--- src/rtl/alu_arbiter.sv ---
// alu_arbiter: shares one combinational ALU between two requesters with round-robin grant.
// Latency: the request is accepted at edge T and the ALU inputs are registered at that edge.
//          The result is captured at edge T+1 and rsp_valid is held until the consumer takes it.
// Backpressure: while rsp_ready is low the response holds stable and both request readys stay low.
// Optional feature: define ALU_ARB_OPCHECK_EN to flag opcodes 101-111 as illegal.
//                   Such a request still completes, but with rsp_err set.
module alu_arbiter #(
   parameter int N     = 32,
   parameter int CNT_W = 16
) (
   input  logic             clk,
   input  logic             rst_n,
   input  logic             req0_valid,
   output logic             req0_ready,
   input  logic [N-1:0]     req0_a,
   input  logic [N-1:0]     req0_b,
   input  logic [2:0]       req0_op,
   input  logic             req1_valid,
   output logic             req1_ready,
   input  logic [N-1:0]     req1_a,
   input  logic [N-1:0]     req1_b,
   input  logic [2:0]       req1_op,
   output logic [N-1:0]     alu_a,
   output logic [N-1:0]     alu_b,
   output logic [2:0]       alu_op,
   input  logic [N-1:0]     alu_c,
   input  logic             alu_ov,
   output logic             rsp_valid,
   input  logic             rsp_ready,
   output logic             rsp_id,
   output logic [N-1:0]     rsp_c,
   output logic             rsp_ov,
   output logic             rsp_err,
   output logic [CNT_W-1:0] op_count
);

   typedef enum logic [1:0] {
      S_IDLE = 2'd0,
      S_EXEC = 2'd1,
      S_RESP = 2'd2
   } state_t;

   state_t           r_state;
   state_t           w_state_nxt;
   logic             r_last_grant;
   logic [N-1:0]     r_alu_a;
   logic [N-1:0]     r_alu_b;
   logic [2:0]       r_alu_op;
   logic             r_rsp_valid;
   logic             r_rsp_id;
   logic [N-1:0]     r_rsp_c;
   logic             r_rsp_ov;
   logic [CNT_W-1:0] r_op_count;

   logic             w_gnt0;
   logic             w_gnt1;
   logic             w_accept;
   logic             w_rsp_done;
   logic [N-1:0]     w_a_sel;
   logic [N-1:0]     w_b_sel;
   logic [2:0]       w_op_sel;
   logic             w_illegal;
   logic             w_err_pend;

   assign w_accept   = w_gnt0 | w_gnt1;
   assign w_rsp_done = (r_state == S_RESP) && r_rsp_valid && rsp_ready;
   assign w_a_sel    = w_gnt1 ? req1_a  : req0_a;
   assign w_b_sel    = w_gnt1 ? req1_b  : req0_b;
   assign w_op_sel   = w_gnt1 ? req1_op : req0_op;

   // State register
   always_ff @(posedge clk or negedge rst_n) begin
      if (!rst_n) begin
         r_state <= S_IDLE;
      end else begin
         r_state <= w_state_nxt;
      end
   end

   // Next state and grant; the requester that did not win last time wins a tie
   always_comb begin
      w_state_nxt = r_state;
      w_gnt0      = 1'b0;
      w_gnt1      = 1'b0;
      case (r_state)
         S_IDLE: begin
            if (rst_n) begin
               w_gnt0 = req0_valid && (!req1_valid || r_last_grant);
               w_gnt1 = req1_valid && (!req0_valid || !r_last_grant);
            end
            if (w_gnt0 || w_gnt1) begin
               w_state_nxt = S_EXEC;
            end
         end
         S_EXEC: begin
            w_state_nxt = S_RESP;
         end
         S_RESP: begin
            if (w_rsp_done) begin
               w_state_nxt = S_IDLE;
            end
         end
         default: begin
            w_state_nxt = S_IDLE;
         end
      endcase
   end

   // Launch operands on accept, capture the result one cycle later, retire on response handshake
   always_ff @(posedge clk or negedge rst_n) begin
      if (!rst_n) begin
         r_last_grant <= 1'b1;
         r_alu_a      <= '0;
         r_alu_b      <= '0;
         r_alu_op     <= 3'b000;
         r_rsp_valid  <= 1'b0;
         r_rsp_id     <= 1'b0;
         r_rsp_c      <= '0;
         r_rsp_ov     <= 1'b0;
         r_op_count   <= '0;
      end else begin
         if (w_accept) begin
            r_alu_a      <= w_illegal ? '0 : w_a_sel;
            r_alu_b      <= w_illegal ? '0 : w_b_sel;
            r_alu_op     <= w_illegal ? 3'b000 : w_op_sel;
            r_rsp_id     <= w_gnt1;
            r_last_grant <= w_gnt1;
         end
         if (r_state == S_EXEC) begin
            r_rsp_c     <= w_err_pend ? '0 : alu_c;
            r_rsp_ov    <= alu_ov & ~w_err_pend;
            r_rsp_valid <= 1'b1;
         end
         if (w_rsp_done) begin
            r_rsp_valid <= 1'b0;
            if (r_op_count != '1) begin
               r_op_count <= r_op_count + CNT_W'(1);
            end
         end
      end
   end

`ifdef ALU_ARB_OPCHECK_EN
   logic r_err_pend;
   logic r_rsp_err;

   assign w_illegal  = (w_op_sel >= 3'd5);
   assign w_err_pend = r_err_pend;
   assign rsp_err    = r_rsp_err;

   // Remember illegality from accept until capture, then present it with the response
   always_ff @(posedge clk or negedge rst_n) begin
      if (!rst_n) begin
         r_err_pend <= 1'b0;
         r_rsp_err  <= 1'b0;
      end else begin
         if (w_accept) begin
            r_err_pend <= w_illegal;
         end
         if (r_state == S_EXEC) begin
            r_rsp_err <= r_err_pend;
         end
      end
   end
`else
   assign w_illegal  = 1'b0;
   assign w_err_pend = 1'b0;
   assign rsp_err    = 1'b0;
`endif

   assign req0_ready = w_gnt0;
   assign req1_ready = w_gnt1;
   assign alu_a      = r_alu_a;
   assign alu_b      = r_alu_b;
   assign alu_op     = r_alu_op;
   assign rsp_valid  = r_rsp_valid;
   assign rsp_id     = r_rsp_id;
   assign rsp_c      = r_rsp_c;
   assign rsp_ov     = r_rsp_ov;
   assign op_count   = r_op_count;

endmodule

--- config.mk ---
export PLATFORM = sky130hd
export DESIGN_NAME = alu_arbiter
export DESIGN_NICKNAME = d
export VERILOG_FILES = /design/src/rtl/alu_arbiter.sv
export SDC_FILE = /design/constraint.sdc
export NUM_CORES = 1
export LEC_CHECK = 0
export ABC_CLOCK_PERIOD_IN_PS = 2020
export BUFFER_PORTS_ARGS = -buffer_cell sky130_fd_sc_hd__buf_2
export CORE_ASPECT_RATIO = 1.25
export CORE_MARGIN = 3
export CORE_UTILIZATION = 45
export CTS_CLUSTER_SIZE = 20
export DETAILED_ROUTE_END_ITERATION = 8
export PLACE_DENSITY = 0.82
export SLEW_MARGIN = 20
export SYNTH_ARGS = -nofsm -noshare
export SYNTH_HDL_FRONTEND = slang
export SYNTH_SLANG_ARGS = --single-unit
--- constraint.sdc ---
create_clock -name clk -period 2.02 [get_ports clk]
set_input_delay 0.101 -clock clk [delete_from_list [all_inputs] [get_ports clk]]
set_output_delay 0.101 -clock clk [all_outputs]
set_load 0.005 [all_outputs]
==> results.py <==
metrics = {
    "power": {
        "p_sw_w": 0.00391,
        "clkPwrFrac_pct": 27.8,
        "pwr-share-comb_pct": 34.9,
        "p_int_w": 0.00765,
        "seq_power_share_pct": 37.3,
        "swShare_pct": 33.8,
        "vdd_drop_max_uv": 645,
        "leakage_nw": 4.82,
        "cellPowerDensity_nw_per_um2": 1280,
    },
    "critical_path": {
        "startpoint_type": "flip-flop",
        "critPathMaxFanout": 6,
        "cp_num_buf_inv": 0,
        "crit_family": "simple AND/OR/NAND/NOR gates",
        "path_class": "flip-flop to flip-flop",
        "end_kind": "flip-flop",
        "required_ns": 2.30,
        "cp_slowest_cell": "nor4_4",
        "worstPathCellList": "ha_1 > nand3_1 > nor4_4 > nor2_1 > mux2_1",
        "cp.arrival_ns": 2.30,
        "critPathMaxStageDelay_ns": 0.46,
    },
    "die": {
        "pin_count": 293,
        "die_h_um": 127,
        "coreArea_sq_um": 11300,
        "rows": 43,
        "die-area_sq_um": 13100,
        "initial_core_util_pct": 46.7,
        "die_w_um": 103,
    },
    "clock_network": {
        "clock_latency_ns": 0.40,
        "ctsRootBufferMaster": "clkbuf_16",
        "cts.sinks": 121,
        "cts_tree": "built",
        "clkTransAtPathRegs_ns": 0.06,
        "clockBufferDepth": 2,
        "htreeDepth": 4,
        "cts_made_buffers": 17,
    },
    "global_routing": {
        "grt_pass1_wl_um": 33300,
        "antenna_found_initial": 1,
        "gr-total-overflow": 0,
        "grt_usage_pct": 33.5,
        "grt_start_max_net_pins": 122,
        "grt_pass1_vias": 6348,
    },
    "sta": {
        "fin_skew_ns": 0.00914,
        "fmaxAchievable_mhz": 494,
        "tightest_slew_ns": 0.636,
        "min_period_ns": 2.02,
        "drv_slew": 0,
        "tns_ns": -0.00225,
        "hold_violations": 0,
        "finalSetupViolCount": 1,
        "relSlewSlack_pct": 57.6,
        "worst_slack_ns": -0.00225,
        "finalCritPeriodShare_pct": 100,
    },
    "logic_synthesis": {
        "synth-seq-area-share_pct": 57.4,
        "synth.ff_latch_count": 121,
        "syn_nets": 628,
        "syn_inst": 455,
        "synth_cell_types": 36,
        "syn_area_per_cell_sq_um": 11.6,
        "synth_area_sq_um": 5280,
        "synth-warning-count": 0,
    },
    "final_layout": {
        "multi_input_area_sq_um": 2160,
        "seq_area_sq_um": 3030,
        "area_delta_synth_final_pct": 71.3,
        "drive_above_1_share_pct": 42.1,
        "final_cell_mix": "buf_2, dlygate4sd3_1, dfrtp_1, nor2_1",
        "design_area_sq_um": 9040,
        "nets": 1064,
        "finalNonFillerCells": 1040,
        "layout_commonest_cell": "buf_2",
        "fill_cells": 599,
    },
    "place": {
        "dpl_cell_area_sq_um": 6950,
        "dp_slack_ns": 0.207,
        "io_buffers": 291,
        "hpwl_um": 11000,
        "gp_congestion": 0.871,
        "placed_cells": 863,
    },
    "detailed_routing": {
        "drtPass1Iterations": 5,
        "wl_per_cell_um": 21.0,
        "vias_per_cell": 5.45,
        "num_vias": 5667,
        "final_antenna_net_count": 0,
        "route.detailed.drc": 0,
        "drt_iter0_drc": 346,
        "totalWireLength_um": 21800,
    },
    "hold_path": {
        "hold_path.class": "input pin to flip-flop",
    },
    "outcome": {
        "outcome": "finished, violations left",
        "violations": "negative setup slack",
    },
    "run": {
        "cap_violations": 0,
    },
}
## through the flow
step	utilization (%)	hold slack (ns)	total power (W)
finish	80.0	0.0121	0.0116
global route	80.0	0.00878	0.0122
CTS	79.9	0.00243	0.0112
detailed placement	61.6	0.292	0.00776
global placement	61.6	0.274	0.00755
floorplan	-	-0.195	0.00591
## what timing repair did
item / 4_1_cts / 5_1_grt
hold buffers: 141 / 0
endpoints found under the hold margin: 220 / 0
resized for setup: 3 / 1
buffers inserted: 2 / 0
gates cloned: 1 / 0
endpoints found under the setup margin: 2 / 2
pin swaps: 2 / 0
## power by group through the flow
stage / Clock, W / Sequential [W] / Combinational (W)
4_1_cts: 0.00323 / 0.00417 / 0.00383
6_report: 0.00321 / 0.00431 / 0.00404
2_1_floorplan: 0 / 0.00423 / 0.00168
3_3_place_gp: 0 / 0.00414 / 0.00341
5_1_grt: 0.00337 / 0.00442 / 0.00440
3_5_place_dp: 0 / 0.00419 / 0.00358
## worst paths after layout
kind                       slack, ns                      from  cells past startpoint                        to
min reg2reg                     0.48  r_last_grant$_DFFE_PN1P_                      2  r_last_grant$_DFFE_PN1P_
max in group asynchronous       1.16                     rst_n                      3      alu_a[2]$_DFFE_PN0P_
min in group asynchronous       0.36                     rst_n                      3      rsp_c[0]$_DFFE_PN0P_
max reg2reg                   -0.002   op_count[0]$_DFFE_PN0P_                      5   op_count[1]$_DFFE_PN0P_
max                           -0.002   op_count[0]$_DFFE_PN0P_                      5   op_count[1]$_DFFE_PN0P_
min                             0.01                req0_b[20]                      3     alu_b[20]$_DFFE_PN0P_
## tightest hold or removal path, cell delays in order
cell and delay, ns:
buf_2 0.08, mux2i_1 0.05, a21oi_1 0.14
## layer usage
metal / up-vias / GRT usage, % / part of all wire, %
li1: 2454 / - / -
met2: 403 / 58.1 / 52
met4: 0 / 22.1 / 6.8
met5: - / 1.62 / 0
met1: 2680 / 34.2 / 32
met3: 130 / 9.83 / 9.3
## cells by family after synthesis
| logic type | synth area share, % |
|---|---|
| XOR/XNOR | 2.16 |
| adder cells (fa/ha/maj) | 0.237 |
| AND/OR/NAND/NOR | 10.3 |
| buffers and inverters | 2.54 |
| flip-flops | 57.4 |
| other | 0.0711 |
| AO/OA/AOI/OAI | 7.11 |
| multiplexers | 20.2 |
## layout make-up
class,instances,share of cell area (%)
Timing Repair Buffer,445,33.7
Sequential cell,121,33.5
Multi-Input combinational cell,303,23.9
Clock buffer,18,4.86
Clock inverter,14,2.08
Tap cell,135,1.87
Inverter,3,0.125
Antenna cell,1,0.0277
## flip-flops by register name (all words and copies together), names as in the netlist
signal,cells
rsp_ov,1
rsp_id,1
r_last_grant,1
r_state,2
alu_b,32
op_count,16
alu_a,32
rsp_c,32
alu_op,3
rsp_valid,1
## cells in the mapped netlist, drive strengths merged
library cell	n	area, sq um
a21o	1	7.51
a21oi	67	335
a31o	1	8.76
and3	2	12.5
and4bb	1	12.5
buf	16	73.8
clkbuf	13	48.8
conb	1	3.75
dfrtp	120	3000
dfstp	1	26.3
ha	1	12.5
inv	3	11.3
mux2	35	394
mux2i	67	671
nand2	12	45.0
nand2b	1	6.26
nand3	5	25.0
nand4	6	43.8
nand4b	1	23.8
nor2	70	263
nor2b	2	12.5
nor3	6	30.0
nor3b	2	15.0
nor4	3	33.8
nor4b	1	8.76
o21a	1	7.51
o31a	1	8.76
o31ai	1	7.51
or4	1	11.3
xnor2	3	26.3
xor2	10	87.6
No activity file was read; power rests on OpenSTA's default activity.
